[src/rtl/ov7670_capture_ctrl.sv]
// ov7670_capture_ctrl: OV7670 DVP byte-pair capture with per-frame format conversion,
// decimation and clamped sequential frame-buffer addressing.
module ov7670_capture_ctrl #(
   parameter int IMG_W  = 320,
   parameter int IMG_H  = 240,
   parameter int H_DEC  = 1,
   parameter int V_DEC  = 1,
   parameter int ADDR_W = 17
) (
   input  logic              pclk,
   input  logic              reset,
   input  logic              href,
   input  logic              vsync,
   input  logic [7:0]        data,
   input  logic              cap_en,
   input  logic [1:0]        mode,
   output logic              we,
   output logic [ADDR_W-1:0] wAddr,
   output logic [15:0]       wData,
   output logic              frame_done,
   output logic              frame_ok,
   output logic [7:0]        frame_cnt,
   output logic              align_err
);
   localparam int COL_MAX = IMG_W * H_DEC;
   localparam int ROW_MAX = IMG_H * V_DEC;
   localparam int CW = $clog2(COL_MAX + 1);
   localparam int RW = $clog2(ROW_MAX + 1);
   localparam int AW1 = ADDR_W + 1;
   localparam logic [CW-1:0] COL_LIM = CW'(COL_MAX);
   localparam logic [CW-1:0] COL_MSK = CW'(H_DEC - 1);
   localparam logic [RW-1:0] ROW_LIM = RW'(ROW_MAX);
   localparam logic [RW-1:0] ROW_MSK = RW'(V_DEC - 1);
   localparam logic [AW1-1:0] TOTAL = AW1'(IMG_W * IMG_H);

   typedef enum logic [1:0] {IDLE, SYNC, ACTIVE, SKIP} state_t;
   state_t state, state_n;

   logic           vsync_d, href_d, phase, phase_n;
   logic [7:0]     hi;
   logic [1:0]     mode_q;
   logic [CW-1:0]  col;
   logic [RW-1:0]  row;
   logic [AW1-1:0] wcnt, wcnt_n;
   logic           v_rise, v_fall, start, cap, pair, pix, line_end, keep, fin;
   logic [15:0]    pix_data;

   always_ff @(posedge pclk) begin
      if (reset) state <= IDLE;
      else       state <= state_n;
   end

   always_comb begin
      state_n = state;
      case (state)
         IDLE:         if (vsync)  state_n = SYNC;
         SYNC:         if (v_fall) state_n = cap_en ? ACTIVE : SKIP;
         ACTIVE, SKIP: if (v_rise) state_n = SYNC;
         default:      state_n = IDLE;
      endcase
   end

   always_comb begin
      v_rise   = vsync & ~vsync_d;
      v_fall   = ~vsync & vsync_d;
      start    = (state == SYNC) && v_fall;
      cap      = state == ACTIVE;
      fin      = cap && v_rise;
      pair     = cap && href;
      pix      = pair && phase;
      phase_n  = pair ? ~phase : phase;
      // a line still open when the frame ends is closed here too
      line_end = cap && ((href_d && !href) || (href && v_rise));
      keep     = pix && ((col & COL_MSK) == '0) && ((row & ROW_MSK) == '0)
                 && (col < COL_LIM) && (row < ROW_LIM) && (wcnt < TOTAL);
      wcnt_n   = wcnt + AW1'(keep);
      pix_data = (mode_q == 2'd1) ? {data, hi} :
                 (mode_q == 2'd2) ? {data[7:3], data[7:2], data[7:3]} : {hi, data};
   end

   always_ff @(posedge pclk) begin
      if (reset) begin
         vsync_d    <= 1'b0;
         href_d     <= 1'b0;
         phase      <= 1'b0;
         hi         <= '0;
         mode_q     <= '0;
         col        <= '0;
         row        <= '0;
         wcnt       <= '0;
         we         <= 1'b0;
         wAddr      <= '0;
         wData      <= '0;
         frame_done <= 1'b0;
         frame_ok   <= 1'b0;
         frame_cnt  <= '0;
         align_err  <= 1'b0;
      end else begin
         vsync_d    <= vsync;
         href_d     <= href;
         we         <= keep;
         frame_done <= fin;
         wcnt       <= wcnt_n;
         phase      <= phase_n;
         if (pair && !phase) hi <= data;
         if (pix && col != COL_LIM) col <= col + 1'b1;
         if (keep) begin
            wAddr <= wcnt[ADDR_W-1:0];
            wData <= pix_data;
         end
         if (line_end) begin
            phase <= 1'b0;
            col   <= '0;
            if (row != ROW_LIM) row <= row + 1'b1;
            if (phase_n) align_err <= 1'b1;
         end
         if (fin) begin
            frame_ok  <= wcnt_n == TOTAL;
            frame_cnt <= frame_cnt + 8'd1;
         end
         if (start) begin
            mode_q    <= (mode == 2'd3) ? 2'd0 : mode;
            col       <= '0;
            row       <= '0;
            phase     <= 1'b0;
            wcnt      <= '0;
            align_err <= 1'b0;
         end
      end
   end
endmodule
[config.mk]
export PLATFORM = sky130hd
export DESIGN_NAME = ov7670_capture_ctrl
export DESIGN_NICKNAME = d
export VERILOG_FILES = /design/src/rtl/ov7670_capture_ctrl.sv
export SDC_FILE = /design/constraint.sdc
export NUM_CORES = 1
export LEC_CHECK = 0
export CAP_MARGIN = 20
export CORE_MARGIN = 1
export CORE_UTILIZATION = 46
export CTS_CLUSTER_SIZE = 24
export DETAILED_ROUTE_END_ITERATION = 16
export HOLD_SLACK_MARGIN = 0.03
export PLACE_DENSITY = 0.79
export SYNTH_ARGS = -nofsm -noshare
export SYNTH_HDL_FRONTEND = slang
export SYNTH_SLANG_ARGS = --single-unit
[constraint.sdc]
create_clock -name pclk -period 3.73 [get_ports pclk]
set_input_delay 0.746 -clock pclk [delete_from_list [all_inputs] [get_ports pclk]]
set_output_delay 0.746 -clock pclk [all_outputs]
set_load 0.005 [all_outputs]
==> flow_metrics.py, run 1 <==
metrics = {
    "clock_network": {
        "postCtsResizedCells": 0,
        "clk_pin_slew_ns": 0.09,
        "root_buffer": "clkbuf_8",
        "holdBufCountCts": 0,
        "numCtsBuffers": 9,
        "post_cts_buffers": 0,
        "cts_max_level": 3,
        "cts_sinks": 95,
        "cts_buffer_depth": 2,
        "cts_tree": "done",
        "clock_latency_ns": 0.37,
    },
    "power": {
        "p_per_area_nw_per_um2": 343.0,
        "peakVddDrop_uv": 214.9,
        "power.leakage_nw": 1.739,
    },
    "die": {
        "dieArea_um2": 9679,
        "core_area_um2": 8848,
        "die_w_um": 98.38,
        "die_h_um": 98.38,
        "rows": 34,
        "initial_core_util_pct": 48.29,
        "io_pins": 60,
    },
    "setup_path": {
        "arrival_ns": 3.62,
        "endpoint_kind": "flip-flop",
        "crit_type": "primary input to flip-flop",
        "cp_max_fo": 3,
        "cp.required_ns": 4.03,
        "ff2ff_setup_slack_ns": 0.76,
        "cp-start-kind": "primary input",
    },
    "outcome": {
        "status": "finished, final reports clean",
    },
    "timing": {
        "fin_setup_tns_ns": 0,
        "period_needed_ns": 3.326,
        "worst_hold_slack_ns": 0.4946,
        "drv_slew": 0,
        "hold_violations": 0,
        "setup_violations": 0,
        "tightest_slew_ns": 0.7014,
        "maxSlewHeadroom_pct": 52.60,
        "finalCritPeriodShare_pct": 89.17,
        "fmax_mhz": 300.6,
        "skew_ns": 0.01504,
        "rsz0062_at_grt": "false",
    },
    "route": {
        "drt_iter0_markers": 181,
        "drc": 0,
        "routedWlPerCell_um": 13.37,
        "final_antenna_net_count": 0,
        "vias_per_cell": 5.317,
        "wl_um": 8599,
        "dr.pass1.iters": 7,
        "vias": 3419,
    },
    "synth": {
        "synth-seq-cells": 95,
        "synth_edf_count": 0,
        "syn_area_um2": 4273,
        "synth_nets": 504,
        "synthArstFlopShare_pct": 0,
        "synth_cells": 480,
        "yosys_warnings": 0,
        "synth.distinct_cells": 52,
        "synth_ff_type": "dfxtp_1",
        "synth_area_per_cell_um2": 8.902,
        "synth_seq_area_share_pct": 44.51,
    },
    "global_routing": {
        "grt_pass1_vias": 3180,
        "grt_pass1_wl_um": 14630,
        "antenna_found_initial": 0,
        "grt_usage_pct": 18.80,
        "grt_overflow": 0,
        "grt_max_degree": 48,
    },
    "placed_design": {
        "place.gp.congestion": 0.8142,
        "hpwl_um": 6210,
        "io_buffer_count": 59,
    },
    "final_layout": {
        "diodes": 0,
        "drive_gt1_share_pct": 7.103,
        "syn_to_final_growth_pct": 20.09,
        "fin_nets": 554,
        "mostFrequentLayoutCells": "nor2_1, dfxtp_1, clkdlybuf4s50_1",
        "final_common_cell": "nor2_1",
    },
    "hold_path": {
        "hold_path.class": "flip-flop to flip-flop",
    },
    "run": {
        "drv_cap": 0,
    },
}
[power by group]
group	internal [W]	leakage, nW	switching, W	total (W)
clock network	0.000313	0.104	0.000368	0.000680
logic	0.0000246	0.870	0.0000351	0.0000597
registers	0.00102	0.766	0.00000360	0.00102
[sequential cells by signal, indices dropped and copies added (netlist names), 8 cells and up]
| register | flops |
|---|---|
| col | 9 |
| frame_cnt | 8 |
| hi | 8 |
| row | 8 |
| wAddr | 17 |
| wData | 16 |
| wcnt | 18 |
[cell families after synthesis]
group / count (synthesis) / share of synthesized area [%]
and+or+nand+nor: 204 / 23.95
muxes: 31 / 7.291
DFF: 95 / 44.51
AOI/OAI and AO/OA: 66 / 10.34
buffers and inverters: 39 / 3.895
adders and majority gates: 9 / 2.635
xor gates and xnor gates: 36 / 7.379
[worst max-delay path, stage by stage]
cell and delay (ns):
clkdlybuf4s50_1 0.49, inv_1 0.06, nor2_1 0.16, ha_1 0.19
nand4b_1 0.16, a21oi_4 0.16, ha_1 0.20, ha_1 0.19
nand3_2 0.09, or4_4 0.55, a2111oi_4 0.36, nand4b_1 0.13
o21ai_1 0.12
[through the flow]
stage	total power, W	util, %	setup slack, ns	instances	cell area, µm²
after floorplan	0.001075	-	0.2169	480	4273
after global placement	0.001102	55.78	0.1317	627	4936
after detailed placement	0.001104	55.78	0.01344	627	4936
after CTS	0.001771	57.99	0.3952	643	5131
after global routing	0.001827	57.99	0.2094	643	5131
final	0.001760	57.99	0.4039	643	5131
[cell type report]
| cell class | instances | area, µm² |
|---|---|---|
| Inverter | 12 | 45.04 |
| Clock inverter | 7 | 71.32 |
| Fill cell | 790 | 3717 |
| Timing Repair Buffer | 66 | 638.1 |
| Clock buffer | 9 | 123.9 |
| Multi-Input combinational cell | 346 | 2216 |
| Tap cell | 108 | 135.1 |
| Sequential cell | 95 | 1902 |
[cell usage after synthesis (all sizes together) (5+ instances only)]
cell type | instances | share of area, %
nand2b | 12 | 1.8
nand2 | 20 | 1.8
xnor2 | 20 | 4.1
nor4 | 6 | 1.0
dfxtp | 95 | 45
a211oi | 8 | 1.4
a21oi | 11 | 1.3
clkbuf | 16 | 1.4
nor2 | 98 | 8.6
ha | 9 | 2.6
o21ai | 22 | 2.6
nand3b | 5 | 0.88
xor2 | 16 | 3.3
a311oi | 6 | 1.2
a31oi | 6 | 0.88
inv | 12 | 1.1
mux2i | 30 | 7.0
nand4 | 10 | 1.6
nand3 | 19 | 2.5
buf | 11 | 1.4
[metal layers]
metal | global-route usage, % | vias to the layer above | share of wire [%]
li1 | - | 1763 | -
met1 | 24.46 | 1584 | 48
met2 | 30.44 | 57 | 46
met3 | 3.006 | 15 | 3.2
met4 | 9.185 | 0 | 2.4
met5 | 0 | - | 0
[final timing paths]
check,start,cells past startpoint,end
max,href,13,frame_ok
min reg2reg,align_err,2,align_err
max reg2reg,state[1],12,frame_ok
min,align_err,2,align_err
(Power assumes the default switching activity.)
==> run 2: changes to the inputs <==
Settings changed: MAX_ROUTING_LAYER from default to met4.
==> run 2 against run 1 <==
Effect of this change:
- worst hold slack is essentially flat
- clock skew is essentially flat
- routed wire length is essentially flat
==> flow_metrics.py, run 2 (synthesis results as in run 1) <==
metrics = {
    "timing": {
        "rsz0062_at_grt": "false",
        "tightest_slew_ns": 0.6949,
        "setup_violations": 0,
        "worst_hold_slack_ns": 0.4946,
        "maxSlewHeadroom_pct": 53.04,
        "fmax_mhz": 300.2,
        "period_needed_ns": 3.331,
        "hold_violations": 0,
        "skew_ns": 0.01514,
        "finalCritPeriodShare_pct": 89.31,
        "drv_slew": 0,
        "fin_setup_tns_ns": 0,
    },
    "hold_path": {
        "hold_path.class": "flip-flop to flip-flop",
    },
    "placed_design": {
        "postPlaceCellArea_um2": 4936,
        "hpwl_um": 6210,
        "place.gp.congestion": 0.8263,
        "io_buffer_count": 59,
    },
    "final_layout": {
        "seq_area_um2": 1902,
        "fin_nets": 554,
        "syn_to_final_growth_pct": 20.09,
        "diodes": 0,
        "final_common_cell": "nor2_1",
        "nFillCells": 790,
        "post-route-cell-area_um2": 5131,
        "multi_input_area_um2": 2216,
        "drive_gt1_share_pct": 7.103,
        "largestRegisters": "wcnt x18, wAddr x17, wData x16",
        "largest_reg_flops": 18,
        "mostFrequentLayoutCells": "nor2_1, dfxtp_1, clkdlybuf4s50_1",
        "largest_register": "wcnt",
        "final_util_pct": 57.99,
    },
    "route": {
        "final_antenna_net_count": 0,
        "drc": 0,
        "routedWlPerCell_um": 13.38,
        "wl_um": 8605,
        "vias": 3421,
        "vias_per_cell": 5.320,
        "dr.pass1.iters": 7,
        "drt_iter0_markers": 181,
    },
    "global_routing": {
        "grt_use_met3_pct": 3.579,
        "grt_overflow": 0,
        "antenna_found_initial": 0,
        "grt_use_met2_pct": 30.44,
        "grt_usage_pct": 19.38,
        "use_met1_pct": 24.51,
        "grt_most_used_layer": "met2",
        "grt_pass1_vias": 3181,
        "grt_pass1_wl_um": 14630,
        "grt_max_degree": 48,
    },
    "die": {
        "core_area_um2": 8848,
        "die_h_um": 98.38,
        "rows": 34,
        "io_pins": 60,
        "dieArea_um2": 9679,
        "initial_core_util_pct": 48.29,
        "die_w_um": 98.38,
    },
    "power": {
        "p_clk_share_pct": 38.6,
        "power.leakage_nw": 1.739,
        "p_switching_w": 0.0004045,
        "sequentialPowerShare_pct": 58.0,
        "pwr-share-comb_pct": 3.4,
        "p_per_area_nw_per_um2": 342.7,
        "internal_power_w": 0.001354,
        "peakVddDrop_uv": 214.7,
        "switching_share_pct": 23.01,
    },
    "clock_network": {
        "postCtsResizedCells": 0,
        "post_cts_buffers": 0,
        "root_buffer": "clkbuf_8",
        "cts_max_level": 3,
        "clock_latency_ns": 0.36,
        "numCtsBuffers": 9,
        "cts_buffer_depth": 2,
        "cts_tree": "done",
        "cts_sinks": 95,
        "clk_pin_slew_ns": 0.09,
        "holdBufCountCts": 0,
    },
    "setup_path": {
        "critical_path.top_delay_family": "simple AND/OR/NAND/NOR gates",
        "path_buf_inv": 2,
        "arrival_ns": 3.62,
        "cp.required_ns": 4.02,
        "cp_cell_sequence": "clkdlybuf4s50_1 -> inv_1 -> nor2_1 -> ha_1 -> nand4b_1 -> a21oi_4 -> ha_1 -> ha_1 -> nand3_2 -> or4_4 -> a2111oi_4 -> nand4b_1 -> o21ai_1",
        "cpPeakStageDelay_ns": 0.55,
        "crit_type": "primary input to flip-flop",
        "cp-start-kind": "primary input",
        "cp_max_fo": 3,
        "critPathSlowestCell": "or4_4",
        "cpMostUsedCell": "ha_1",
        "endpoint_kind": "flip-flop",
    },
    "run": {
        "drv_cap": 0,
    },
    "outcome": {
        "status": "finished, final reports clean",
    },
}
[run 2: cell counts in the layout (fill, tap and decap cells not counted)]
No cell type changed its count.
[run 2: power groups by stage]
| stage | registers, W | clock network, W | logic (W) |
|---|---|---|---|
| 2_1_floorplan | 0.00104 | 0 | 0.0000326 |
| 3_3_place_gp | 0.00104 | 0 | 0.0000587 |
| 3_5_place_dp | 0.00104 | 0 | 0.0000598 |
| 4_1_cts | 0.00102 | 0.000691 | 0.0000601 |
| 5_1_grt | 0.00102 | 0.000741 | 0.0000655 |
| 6_report | 0.00102 | 0.000678 | 0.0000597 |
[run 2: worst min-delay path, stage by stage (launching register included)]
cell,delay [ns]
dfxtp_1,0.34
nor2_1,0.05
nor2_1,0.08
[run 2: path summary, 6_finish.rpt]
| kind | startpoint | slack, ns | cells after the start | end |
|---|---|---|---|---|
| max reg2reg | state[1] | 0.76 | 12 | frame_ok |
| max | href | 0.40 | 13 | frame_ok |
| min | align_err | 0.49 | 2 | align_err |
| min reg2reg | align_err | 0.49 | 2 | align_err |
[run 2: stage by stage]
stage / instances / total power (W) / worst slack, ns
after floorplan: 480 / 0.001075 / 0.2169
after global placement: 627 / 0.001102 / 0.1317
after detailed placement: 627 / 0.001104 / 0.01344
after CTS: 643 / 0.001771 / 0.3952
after global routing: 643 / 0.001828 / 0.2119
final: 643 / 0.001758 / 0.3989
[run 2: per-layer routing]
metal / share of wire (%) / routed length (µm) / vias to the layer above
met2: 46 / 3970 / 56
met3: 3.1 / 268 / 13
met1: 49 / 4187 / 1588
li1: - / - / 1764
met4: 2.1 / 178 / 0
met5: 0 / 0 / -
[run 2: area by class of cell]
type | instances | share of cell area (%)
multi-input combinational | 346 | 43.18
sequential | 95 | 37.06
timing repair buffer | 66 | 12.44
tap | 108 | 2.634
clock buffer | 9 | 2.414
clock inverter | 7 | 1.390
inverter | 12 | 0.8778
